==> src/rtl/ps2_mouse_init_if.sv <==
// Transceiver and stream-side signals of the PS/2 mouse bring-up controller.
// master = controller side, slave = transceiver / packet assembler side.
interface ps2_mouse_init_if;
   logic       ps2_wr;
   logic [7:0] ps2_din;
   logic [7:0] ps2_dout;
   logic       ps2_rx_done_tick;
   logic       ps2_tx_done_tick;
   logic [7:0] stream_byte;
   logic       stream_valid;

   modport master (
      output ps2_wr, ps2_din, stream_byte, stream_valid,
      input  ps2_dout, ps2_rx_done_tick, ps2_tx_done_tick
   );

   modport slave (
      input  ps2_wr, ps2_din, stream_byte, stream_valid,
      output ps2_dout, ps2_rx_done_tick, ps2_tx_done_tick
   );
endinterface

==> src/rtl/ps2_mouse_init_ctrl.sv <==
// PS/2 mouse bring-up sequencer (FF, F3 rate, E8 res, F4) with ack checking and bounded retries.
// Stream bytes forwarded with 1-cycle latency; no backpressure, the transceiver ticks are single-cycle.
module ps2_mouse_init_ctrl #(
   parameter logic [7:0]  SAMPLE_RATE        = 8'd100,
   parameter logic [7:0]  RESOLUTION         = 8'd3,
   parameter int unsigned HOLDOFF_CYCLES     = 200000,
   parameter int unsigned ACK_TIMEOUT_CYCLES = 2000000,
   parameter int unsigned BAT_TIMEOUT_CYCLES = 75000000,
   parameter int unsigned MAX_RETRIES        = 3
) (
   input  logic             clk,
   input  logic             reset,
   input  logic             reinit,
   ps2_mouse_init_if.master bus,
   output logic             ready,
   output logic             init_fail,
   output logic [7:0]       dev_id,
   output logic [1:0]       retry_cnt
);

   localparam logic [31:0] HOLD_LAST  = 32'(HOLDOFF_CYCLES - 1);
   localparam logic [31:0] ACK_LAST   = 32'(ACK_TIMEOUT_CYCLES - 1);
   localparam logic [31:0] BAT_LAST   = 32'(BAT_TIMEOUT_CYCLES - 1);
   localparam logic [1:0]  RETRY_LAST = 2'(MAX_RETRIES - 1);

   typedef enum logic [2:0] {
      HOLDOFF, SEND, WAIT_TX, WAIT_ACK, WAIT_BAT, WAIT_ID, STREAM, FAIL
   } state_t;

   state_t      state, state_next;
   logic [2:0]  step, step_next;
   logic [31:0] timer, timer_next;
   logic [1:0]  retry_next;
   logic [7:0]  dev_id_next;
   logic        fail_ev, fail_resend;
   logic        rx, tx;
   logic [7:0]  stream_byte_q;
   logic        stream_valid_q;
   logic [7:0]  din_q;

   assign rx = bus.ps2_rx_done_tick;
   assign tx = bus.ps2_tx_done_tick;

   function automatic logic [7:0] cmd_byte(input logic [2:0] s);
      case (s)
         3'd1:    cmd_byte = 8'hF3;
         3'd2:    cmd_byte = SAMPLE_RATE;
         3'd3:    cmd_byte = 8'hE8;
         3'd4:    cmd_byte = RESOLUTION;
         3'd5:    cmd_byte = 8'hF4;
         default: cmd_byte = 8'hFF;
      endcase
   endfunction

   always_comb begin
      state_next  = state;
      step_next   = step;
      retry_next  = retry_cnt;
      dev_id_next = dev_id;
      fail_ev     = 1'b0;
      fail_resend = 1'b0;

      case (state)
         HOLDOFF: if (timer == HOLD_LAST) state_next = SEND;
         SEND:    state_next = WAIT_TX;
         WAIT_TX: begin
            if (tx)                    state_next = WAIT_ACK;
            else if (timer == ACK_LAST) fail_ev    = 1'b1;
         end
         WAIT_ACK: begin
            if (rx) begin
               if (bus.ps2_dout == 8'hFA) begin
                  if (step == 3'd0) begin
                     state_next = WAIT_BAT;
                  end else if (step == 3'd5) begin
                     state_next = STREAM;
                     retry_next = 2'd0;
                  end else begin
                     step_next  = step + 3'd1;
                     state_next = SEND;
                  end
               end else begin
                  fail_ev     = 1'b1;
                  fail_resend = (bus.ps2_dout == 8'hFE);
               end
            end else if (timer == ACK_LAST) begin
               fail_ev = 1'b1;
            end
         end
         WAIT_BAT: begin
            if (rx) begin
               if (bus.ps2_dout == 8'hAA) state_next = WAIT_ID;
               else                      fail_ev    = 1'b1;
            end else if (timer == BAT_LAST) begin
               fail_ev = 1'b1;
            end
         end
         WAIT_ID: begin
            if (rx) begin
               dev_id_next = bus.ps2_dout;
               step_next   = 3'd1;
               state_next  = SEND;
            end else if (timer == ACK_LAST) begin
               fail_ev = 1'b1;
            end
         end
         default: ;
      endcase

      if (fail_ev) begin
         if (retry_cnt == RETRY_LAST) begin
            state_next = FAIL;
         end else begin
            retry_next = retry_cnt + 2'd1;
            if (fail_resend) begin
               state_next = SEND;
            end else begin
               step_next  = 3'd0;
               state_next = HOLDOFF;
            end
         end
      end

      // reinit overrides whatever the tick handling above decided
      if (reinit) begin
         state_next  = HOLDOFF;
         step_next   = 3'd0;
         retry_next  = 2'd0;
         dev_id_next = dev_id;
      end

      if (reinit || (state_next != state))
         timer_next = 32'd0;
      else if (state == HOLDOFF || state == WAIT_TX || state == WAIT_ACK ||
               state == WAIT_BAT || state == WAIT_ID)
         timer_next = timer + 32'd1;
      else
         timer_next = 32'd0;
   end

   always_ff @(posedge clk or posedge reset) begin
      if (reset) begin
         state <= HOLDOFF;
      end else begin
         state <= state_next;
      end
   end

   always_ff @(posedge clk or posedge reset) begin
      if (reset) begin
         step           <= 3'd0;
         timer          <= 32'd0;
         retry_cnt      <= 2'd0;
         dev_id         <= 8'h00;
         din_q          <= 8'hFF;
         stream_byte_q  <= 8'h00;
         stream_valid_q <= 1'b0;
      end else begin
         step           <= step_next;
         timer          <= timer_next;
         retry_cnt      <= retry_next;
         dev_id         <= dev_id_next;
         din_q          <= cmd_byte(step_next);
         stream_valid_q <= (state == STREAM) && rx && !reinit;
         if ((state == STREAM) && rx && !reinit)
            stream_byte_q <= bus.ps2_dout;
      end
   end

   assign bus.ps2_wr       = (state == SEND);
   assign bus.ps2_din      = din_q;
   assign bus.stream_byte  = stream_byte_q;
   assign bus.stream_valid = stream_valid_q;
   assign ready            = (state == STREAM);
   assign init_fail        = (state == FAIL);

endmodule
==> src/flat_wrapper.sv <==
// flat-port wrapper written by rule: the top's interface ports become plain ports
module ps2_mouse_init_ctrl_flat 
#(
   parameter logic [7:0]  SAMPLE_RATE        = 8'd100,
   parameter logic [7:0]  RESOLUTION         = 8'd3,
   parameter int unsigned HOLDOFF_CYCLES     = 200000,
   parameter int unsigned ACK_TIMEOUT_CYCLES = 2000000,
   parameter int unsigned BAT_TIMEOUT_CYCLES = 75000000,
   parameter int unsigned MAX_RETRIES        = 3
)
  (clk, reset, reinit, ready, init_fail, dev_id, retry_cnt, bus_ps2_wr, bus_ps2_din, bus_stream_byte, bus_stream_valid, bus_ps2_dout, bus_ps2_rx_done_tick, bus_ps2_tx_done_tick);
  ps2_mouse_init_if bus_i ();
  input  logic clk;
  input  logic reset;
  input  logic reinit;
  output logic ready;
  output logic init_fail;
  output logic [7:0] dev_id;
  output logic [1:0] retry_cnt;
  output wire logic [$bits(bus_i.ps2_wr)-1:0] bus_ps2_wr;
  output wire logic [$bits(bus_i.ps2_din)-1:0] bus_ps2_din;
  output wire logic [$bits(bus_i.stream_byte)-1:0] bus_stream_byte;
  output wire logic [$bits(bus_i.stream_valid)-1:0] bus_stream_valid;
  input wire logic [$bits(bus_i.ps2_dout)-1:0] bus_ps2_dout;
  input wire logic [$bits(bus_i.ps2_rx_done_tick)-1:0] bus_ps2_rx_done_tick;
  input wire logic [$bits(bus_i.ps2_tx_done_tick)-1:0] bus_ps2_tx_done_tick;
  assign bus_ps2_wr = bus_i.ps2_wr;
  assign bus_ps2_din = bus_i.ps2_din;
  assign bus_stream_byte = bus_i.stream_byte;
  assign bus_stream_valid = bus_i.stream_valid;
  assign bus_i.ps2_dout = bus_ps2_dout;
  assign bus_i.ps2_rx_done_tick = bus_ps2_rx_done_tick;
  assign bus_i.ps2_tx_done_tick = bus_ps2_tx_done_tick;
  ps2_mouse_init_ctrl #(.SAMPLE_RATE(SAMPLE_RATE), .RESOLUTION(RESOLUTION), .HOLDOFF_CYCLES(HOLDOFF_CYCLES), .ACK_TIMEOUT_CYCLES(ACK_TIMEOUT_CYCLES), .BAT_TIMEOUT_CYCLES(BAT_TIMEOUT_CYCLES), .MAX_RETRIES(MAX_RETRIES)) u_core (.clk(clk), .reset(reset), .reinit(reinit), .bus(bus_i), .ready(ready), .init_fail(init_fail), .dev_id(dev_id), .retry_cnt(retry_cnt));
endmodule
==> config.mk <==
export PLATFORM = sky130hd
export DESIGN_NAME = ps2_mouse_init_ctrl_flat
export DESIGN_NICKNAME = d
export VERILOG_FILES = /design/src/rtl/ps2_mouse_init_if.sv /design/src/rtl/ps2_mouse_init_ctrl.sv /design/src/flat_wrapper.sv
export SDC_FILE = /design/constraint.sdc
export NUM_CORES = 1
export LEC_CHECK = 0
export CAP_MARGIN = 5
export CORE_MARGIN = 4
export CORE_UTILIZATION = 30
export CTS_BUF_LIST = sky130_fd_sc_hd__clkbuf_8
export CTS_CLUSTER_DIAMETER = 60
export CTS_CLUSTER_SIZE = 24
export DETAILED_ROUTE_END_ITERATION = 16
export SLEW_MARGIN = 20
export SYNTH_ARGS = -nofsm -noshare
export SYNTH_HDL_FRONTEND = slang
export SYNTH_SLANG_ARGS = --single-unit
==> constraint.sdc <==
create_clock -name clk -period 3.2 [get_ports clk]
set_input_delay 0.32 -clock clk [delete_from_list [all_inputs] [get_ports clk]]
set_output_delay 0.32 -clock clk [all_outputs]
set_load 0.05 [all_outputs]
Yosys cells after proc, flatten, opt, wreduce, memory -nomap -nowiden
Cells that the tools add are included.
{"block": "totals", "ff_bits": 65, "output_inout_bits": 30}
{"block": "classes", "n_bitwise": 1, "eq_ne": 21, "n_reduce_logical": 11, "add_sub_neg": 3, "muxes": 47}
{"operator": "$mux 32", "n": 2}
{"operator": "$mux 3", "n": 21}
{"operator": "$pmux 8 s5", "n": 1}
{"operator": "$add 32x1->32 const B", "n": 1}
{"operator": "$eq 32x18->1 const B", "n": 1}
{"operator": "$eq 32x21->1 const B", "n": 1}
{"operator": "$eq 32x27->1 const B", "n": 1}
{"operator": "$eq 8x8->1 const B", "n": 3}
{"operator": "$eq 3x3->1 const B", "n": 7}
{"operator": "$pmux 3 s6", "n": 1}
{"operator": "$mux 2", "n": 8}
{"operator": "$eq 3x2->1 const B", "n": 4}
{"operator": "$mux 1", "n": 12}
{"operator": "$eq 3x1->1 const B", "n": 2}
{"operator": "$logic_not 3->1", "n": 2}
{"operator": "$pmux 3 s2", "n": 1}
{"operator": "$logic_or 1x1->1", "n": 5}
{"operator": "$pmux 1 s4", "n": 1}
{"operator": "$add 3x1->3 const B", "n": 1}
{"operator": "$ne 3x3->1", "n": 1}
{"operator": "$reduce_and 3->1", "n": 1}
{"operator": "$add 2x1->2 const B", "n": 1}
{"operator": "$eq 2x2->1 const B", "n": 1}
{"operator": "$logic_and 1x1->1", "n": 2}
{"operator": "2 further kinds", "n": 2}

Logic depth before layout (Yosys ltp)
Gate-level depths: netlist of the first run.
{"block": "logic_depth", "ltp_word": 12, "depth_mapped": 10}

Least setup slack after synthesis of the first run
No wires, ideal clock.
{"block": "synth_path", "kind": "register -> register", "from": "register u_core.timer[6]", "to": "register u_core.timer[10]", "stages_incl_launch_ff": 8, "arrival_time_ns": 2.546, "setup_ns": 0.120, "slack_ns": 0.533, "synth_period_minus_slack_ns": 2.667, "n_path_buf": 1, "cell_sequence": "dfrtp_1 > or4_1 > or4_4 > a2111oi_4 > or3_1 > a21o_2 > buf_6 > a21oi_2"}
{"block": "synth_between", "elab_chain_len": 9, "word_cells_on_any_way": 19, "classes_between": "add/sub (1); eq/ne (4); mux (13); reduce/logical (1)"}
{"element": "from (decl)", "line": "ps2_mouse_init_ctrl.sv:32", "rtl": "logic [31:0] timer, timer_next;"}
{"element": "from (signal assigned)", "line": "ps2_mouse_init_ctrl.sv:160", "rtl": "timer <= timer_next;"}
{"element": "$eq 32x21->1 / $eq 32x27->1 (equally long branches)"}
{"element": "$mux 1, on equally long branches (2 in series)"}
{"element": "$pmux 1 s4", "line": "ps2_mouse_init_ctrl.sv:63", "rtl": "case (state)"}
{"element": "$mux 3", "line": "ps2_mouse_init_ctrl.sv:110", "rtl": "if (fail_ev) begin"}
{"element": "$mux 3", "line": "ps2_mouse_init_ctrl.sv:125", "rtl": "if (reinit) begin"}
{"element": "$ne 3x3->1", "line": "ps2_mouse_init_ctrl.sv:132", "rtl": "if (reinit || (state_next != state))"}
{"element": "$logic_or 1x1->1", "line": "ps2_mouse_init_ctrl.sv:132"}
{"element": "$mux 32 *", "line": "ps2_mouse_init_ctrl.sv:132"}
{"element": "via u_core.timer_next[10]", "line": "ps2_mouse_init_ctrl.sv:32"}
Mark *: on every way through the listed nets, which the timed path passes. The rest lies on a longest branch.
A chain may end at the register's enable or synchronous reset.

Worst setup path in the final report of the first run
{"block": "layout_path", "from": "register u_core.state[1]", "to": "register u_core.timer[3]"}
{"block": "layout_between", "elab_chain_len": 9, "word_cells_on_any_way": 28, "classes_between": "eq/ne (6); mux (16); reduce/logical (6)"}
{"element": "from (decl)", "line": "ps2_mouse_init_ctrl.sv:30", "rtl": "state_t state, state_next;"}
{"element": "from (signal assigned)", "line": "ps2_mouse_init_ctrl.sv:145", "rtl": "state <= state_next;"}
{"element": "$eq 3x2->1", "line": "ps2_mouse_init_ctrl.sv:63, ps2_mouse_init_ctrl.sv:134"}
{"element": "$mux 1", "line": "ps2_mouse_init_ctrl.sv:63"}
{"element": "$mux 1", "line": "ps2_mouse_init_ctrl.sv:115", "rtl": "if (fail_resend) begin"}
{"element": "$mux 3", "line": "ps2_mouse_init_ctrl.sv:111", "rtl": "if (retry_cnt == RETRY_LAST) begin"}
{"element": "$mux 3", "line": "ps2_mouse_init_ctrl.sv:110"}
{"element": "$mux 3", "line": "ps2_mouse_init_ctrl.sv:125"}
{"element": "$ne 3x3->1", "line": "ps2_mouse_init_ctrl.sv:132"}
{"element": "$logic_or 1x1->1", "line": "ps2_mouse_init_ctrl.sv:132"}
{"element": "$mux 32 *", "line": "ps2_mouse_init_ctrl.sv:132"}
{"element": "via u_core.timer_next[3]", "line": "ps2_mouse_init_ctrl.sv:32"}
Marked as above.

==> out/results.ini, run 1 <==
[route]
totalWireLength_mm = 8.42
drtIter0Drc = 94
first_pass_iters = 4
post_drt_wl_per_cell_um = 14.9
ant_nets = 0
post-route-drc-count = 0
num_vias = 2852
vias_per_cell = 5.05

[sta]
worstMarginPinSlew_ps = 778
rsz0062_at_grt = false
tns_ps = 0
drv_slew = 0
maxSlewHeadroom = 0.479
min_period_over_period = 0.876
setup_viol = 0
worst_slack_ps = 397
period_needed_ps = 2800
finalHoldViolCount = 0
clock_skew_ps = 6.32
max_freq_mhz = 357

[clock_tree]
ctsHtreeMaxLevel = 3
clockRootBuffer = clkbuf_8
cts_buffer_depth = 2
cts_sinks = 63
post_cts_buffers = 0
cts_hold_buf = 0
cts_tree = done
path_clk_slew_ps = 70
insertion_delay_ps = 340
post_cts_resized = 0
cts_buffers = 9

[placed_design]
dp.cells = 549
dp_hpwl_mm = 5.94
place_congestion = 0.862
port_buffers = 42
preCtsSetupSlack_ps = 222

[synth]
yosysUniqueCellTypes = 49
synth_nets = 386
synth-seq-cells = 63
synth-edff-count = 0
netlist.area_leader.share = 0.393
netlist_instances = 369
ys_warn_count = 0
ys_async_sr_fraction = 1.00
seq_area_frac_synth = 0.436
synth_top_flop_cell = dfrtp_1
ys_top_cells_by_area = dfrtp_1, a21oi_2, mux2_2
syn_area_per_cell_um2 = 9.84
synth_top_area_cell = dfrtp_1
synth_area_um2 = 3630

[floorplan]
die_h_um = 118
core_area_um2 = 11600
start_util = 0.313
dieArea_um2 = 13900
die_w_um = 118
rows = 39
io_pins = 43

[global_route]
grt_pass1_vias = 2949
antenna_found_initial = 0
grt_usage = 0.128
grt_pass1_wl_mm = 14.8
gr-total-overflow = 0
grt_max_degree = 33

[layout]
drive_above_1_share = 0.211
areaGrowthSynthToFinish_pct = 21.5
nNetsFinal = 434
diodes = 0
final_cell_mix = dfrtp_1, nand2_1, clkdlybuf4s50_1
mostFrequentLayoutCell = dfrtp_1
instances_no_fill = 565

[critical_path]
crit_path_cell_trace = or4_1, or4_4, a2111oi_4, buf_4, o21ai_2, a21o_2, buf_12, a21oi_2
critical-path-slowest-cell = or4_4
start_kind = flop
end_kind = flop
max_stage_delay_ps = 550
cp_data_arrival_time_ps = 3060
crit_type = flop to flop
crit_family = simple AND/OR/NAND/NOR gates
crit_buf_inv = 2
cp_max_fo = 32
required_ps = 3460

[outcome]
outcome = complete, no violations

[power]
clockPowerShare = 0.383
p_switching_w = 0.000360
p_int_w = 0.00110
ir_drop_mv = 0.226
leakage_nw = 1.84
p_seq_frac = 0.553
power.total_w = 0.00146
powerDensity_nw_per_um2 = 332
power.share.switching = 0.246
pwr-share-comb = 0.064

[hold_path]
min_path_type = input pin to asynchronous set/reset pin

[flow_run]
maxCapViolCount = 0

[final cells by class]
type / count / area [µm²]
multi-input cells: 276 / 1890
clock buffers: 9 / 124
flip-flops and latches: 63 / 1580
repair buffers: 57 / 571
clock inverters: 7 / 28.8
fillers: 1164 / 7200
inverters: 10 / 37.5
well taps: 143 / 179
[state kept, by name, indices dropped and copies added (netlist names)]
| signal | count |
|---|---|
| u_core.bus.ps2_din | 6 |
| u_core.bus.stream_byte | 8 |
| u_core.bus.stream_valid | 1 |
| u_core.dev_id | 8 |
| u_core.retry_cnt | 2 |
| u_core.state | 3 |
| u_core.step | 3 |
| u_core.timer | 32 |
[synthesized netlist by cell type, types with 2 or more instances]
cell / instances
o21ai_1: 2
and3_1: 6
nand3b_1: 3
dfstp_2: 6
or3_1: 2
inv_1: 10
nor4_1: 7
buf_4: 2
a21oi_2: 30
nand4_1: 12
buf_6: 6
xnor2_1: 21
nand4b_1: 2
nand2_1: 51
and2_1: 6
o21ai_0: 7
a21oi_1: 9
nor2b_1: 7
mux2i_1: 2
dfrtp_1: 57
xor2_1: 11
nor2_1: 19
ha_1: 4
clkbuf_1: 12
or4_1: 3
nand3_1: 16
mux2_2: 18
and4_1: 6
nor3_1: 10
a31oi_1: 3
[worst register-to-register path, cell delays in order, from the launching register on]
cell	delay (ps)
dfrtp_1	500
or4_1	470
or4_4	550
a2111oi_4	370
buf_4	190
o21ai_2	70
a21o_2	210
buf_12	190
a21oi_2	170
[per-layer routing]
layer	wire (µm)	vias up	share of wire	GRT usage
li1	-	1396	-	-
met1	4000	1386	0.48	0.168
met2	3970	61	0.47	0.206
met3	332	9	0.039	0.0351
met4	115	0	0.014	0.0396
met5	0	-	0	0
[through the flow]
step,util,hold slack (ps),area [µm²]
3_5_place_dp,0.367,495,4260
4_1_cts,0.380,342,4410
2_1_floorplan,-,472,3630
5_1_grt,0.380,369,4410
6_report,0.380,329,4410
3_3_place_gp,0.367,492,4260
[logic make-up after synthesis]
group                    after synthesis  share of synthesized area
AND/OR/NAND/NOR                      157                      0.228
AO/OA/AOI/OAI                         63                      0.138
flip-flops                            63                      0.436
XOR/XNOR                              32                     0.0772
buffers and inverters                 30                     0.0455
multiplexers                          20                     0.0613
adder cells (fa/ha/maj)                4                     0.0138
[worst paths after layout]
check,from,endpoint,slack (ps),cells past startpoint
min reg2reg,u_core.bus.stream_byte[2],u_core.bus.stream_byte[2],510,1
max,u_core.state[1],u_core.timer[3],400,8
min,reset,u_core.timer[15],330,2
max in group asynchronous,reset,u_core.bus.ps2_din[7],2150,3
max reg2reg,u_core.state[1],u_core.timer[3],400,8
min in group clk,u_core.bus.stream_byte[2],u_core.bus.stream_byte[2],510,1
[power by group through the flow]
stage / Combinational (W) / Sequential, W / Clock [W]
6_report: 0.0000936 / 0.000809 / 0.000561
5_1_grt: 0.000104 / 0.000810 / 0.000625
4_1_cts: 0.0000965 / 0.000809 / 0.000586
3_5_place_dp: 0.0000962 / 0.000824 / 0
3_3_place_gp: 0.0000943 / 0.000823 / 0
2_1_floorplan: 0.0000363 / 0.000836 / 0
Power figures use the tool's default switching activity.
==> inputs of run 2 (changes only) <==
- MAX_ROUTING_LAYER: unset -> met4
- RECOVER_POWER: unset -> 25
==> out/results.ini, run 2 (synthesis gave the netlist of run 1 again) <==
[floorplan]
die_h_um = 118  ; unchanged
start_util = 0.313  ; unchanged
io_pins = 43  ; unchanged
die_w_um = 118  ; unchanged
core_area_um2 = 11600  ; unchanged
dieArea_um2 = 13900  ; unchanged
rows = 39  ; unchanged

[sta]
worstMarginPinSlew_ps = 1140  ; +364 ps
clock_skew_ps = 6.81  ; +0.483 ps
tns_ps = 0  ; unchanged
min_period_over_period = 0.875  ; about the same
max_freq_mhz = 357  ; about the same
worst_slack_ps = 399  ; +2.16 ps
finalHoldViolCount = 0  ; unchanged
setup_viol = 0  ; unchanged
rsz0062_at_grt = false
period_needed_ps = 2800  ; -2.16 ps
maxSlewHeadroom = 0.239  ; -0.241
drv_slew = 0  ; unchanged
hold_slack_ps = 511  ; +182 ps

[critical_path]
rr_startpoint = u_core.state[1]
r2r-end = u_core.timer[3]
reg2reg_depth = 8  ; unchanged
start_kind = flop
rrSetupSlack_ps = 400  ; about the same
cp_data_arrival_time_ps = 3060  ; about the same
required_ps = 3460  ; about the same
end_kind = flop
cp_max_fo = 32  ; unchanged
crit_type = flop to flop

[hold_path]
min_path_cells = 1
hold_end = u_core.bus.stream_byte[2]
hp-start = u_core.bus.stream_byte[2]
min_path_type = flop to flop

[clock_tree]
post_cts_buffers = 0  ; unchanged
insertion_delay_ps = 330  ; about the same
cts_hold_buf = 0  ; unchanged
post_cts_resized = 0  ; unchanged
ctsHtreeMaxLevel = 3  ; unchanged
cts_tree = done
cts_buffers = 9  ; unchanged
cts_sinks = 63  ; unchanged
path_clk_slew_ps = 70  ; about the same
clockRootBuffer = clkbuf_8
cts_buffer_depth = 2  ; unchanged

[layout]
drive_above_1_share = 0.204  ; -0.00711
post-route-util = 0.379  ; -0.000646
top_register = u_core.timer
areaGrowthSynthToFinish_pct = 21.3
largest_reg_flops = 32  ; unchanged
final_cell_mix = dfrtp_1, nand2_1, clkdlybuf4s50_1
mostFrequentLayoutCell = dfrtp_1
diodes = 0  ; unchanged
nNetsFinal = 434  ; unchanged

[global_route]
gr-total-overflow = 0  ; unchanged
grt_pass1_vias = 2957  ; +0.27%
grt_pass1_wl_mm = 14.8  ; unchanged
antenna_found_initial = 0  ; unchanged
grt_max_degree = 33  ; unchanged
grt_usage = 0.132  ; +0.00354

[route]
totalWireLength_mm = 8.44  ; +0.24%
vias_per_cell = 5.01  ; -0.70%
wl_met2_mm = 3.97  ; about the same
post-route-drc-count = 0  ; unchanged
ant_nets = 0  ; unchanged
drtIter0Drc = 113  ; +20%
first_pass_iters = 4  ; unchanged
m1WireLength_mm = 4.12  ; +2.8%
post_drt_wl_per_cell_um = 14.9  ; +0.24%
num_vias = 2832  ; -0.70%
highest_layer = met4
wl_met3_um = 243  ; -27%

[placed_design]
dp_hpwl_mm = 5.94  ; unchanged
preCtsSetupSlack_ps = 222  ; unchanged
port_buffers = 42  ; unchanged
place_congestion = 0.876  ; +1.6%

[flow_run]
maxCapViolCount = 0  ; unchanged

[power]
power.total_w = 0.00146  ; -0.26%
powerDensity_nw_per_um2 = 331  ; about the same
ir_drop_mv = 0.226  ; about the same
leakage_nw = 1.83  ; -0.32%

[outcome]
outcome = complete, no violations

==> run 2: cell type report <==
class	instances	area, µm²
clock inverters	7	28.8
multi-input cells	276	1890
fillers	1165	7210
well taps	143	179
flip-flops and latches	63	1580
repair buffers	57	563
clock buffers	9	124
inverters	10	37.5
==> run 2: routing by layer <==
layer	GRT usage	vias up
li1	-	1398
met3	0.0322	8
met2	0.205	47
met5	-	-
met1	0.170	1379
met4	0.0396	0
==> run 2: where the power goes <==
part           switching (W)  internal (W)  leakage (nW)
sequential        0.00000537      0.000804         0.853
clock               0.000295      0.000264        0.0992
combinational      0.0000578     0.0000341         0.881
total               0.000358       0.00110          1.83
==> run 2: per-stage QoR <==
stage / area, µm² / cells
floorplan: 3630 / 369
global placement: 4260 / 549
detailed placement: 4260 / 549
CTS: 4410 / 565
global route: 4400 / 565
finish: 4400 / 565
==> run 2: worst max-delay path: stages, from the launching register on <==
cell and delay, ps:
dfrtp_1 500, or4_1 470, or4_4 550, a2111oi_4 370, buf_4 190, o21ai_2 70
a21o_2 210, buf_12 190, a21oi_2 160
==> run 2: worst max-delay path by stage <==
stage	from	endpoint	slack, ps	depth (start not counted)
6_report	u_core.state[1]	u_core.timer[3]	400	8
5_1_grt	u_core.timer[16]	u_core.timer[31]	230	9
2_1_floorplan	u_core.timer[6]	u_core.timer[10]	530	7
3_5_place_dp	bus_ps2_dout[0]	u_core.bus.ps2_din[2]	220	7
3_3_place_gp	bus_ps2_dout[0]	u_core.bus.ps2_din[4]	280	7
4_1_cts	u_core.timer[29]	u_core.timer[3]	370	9
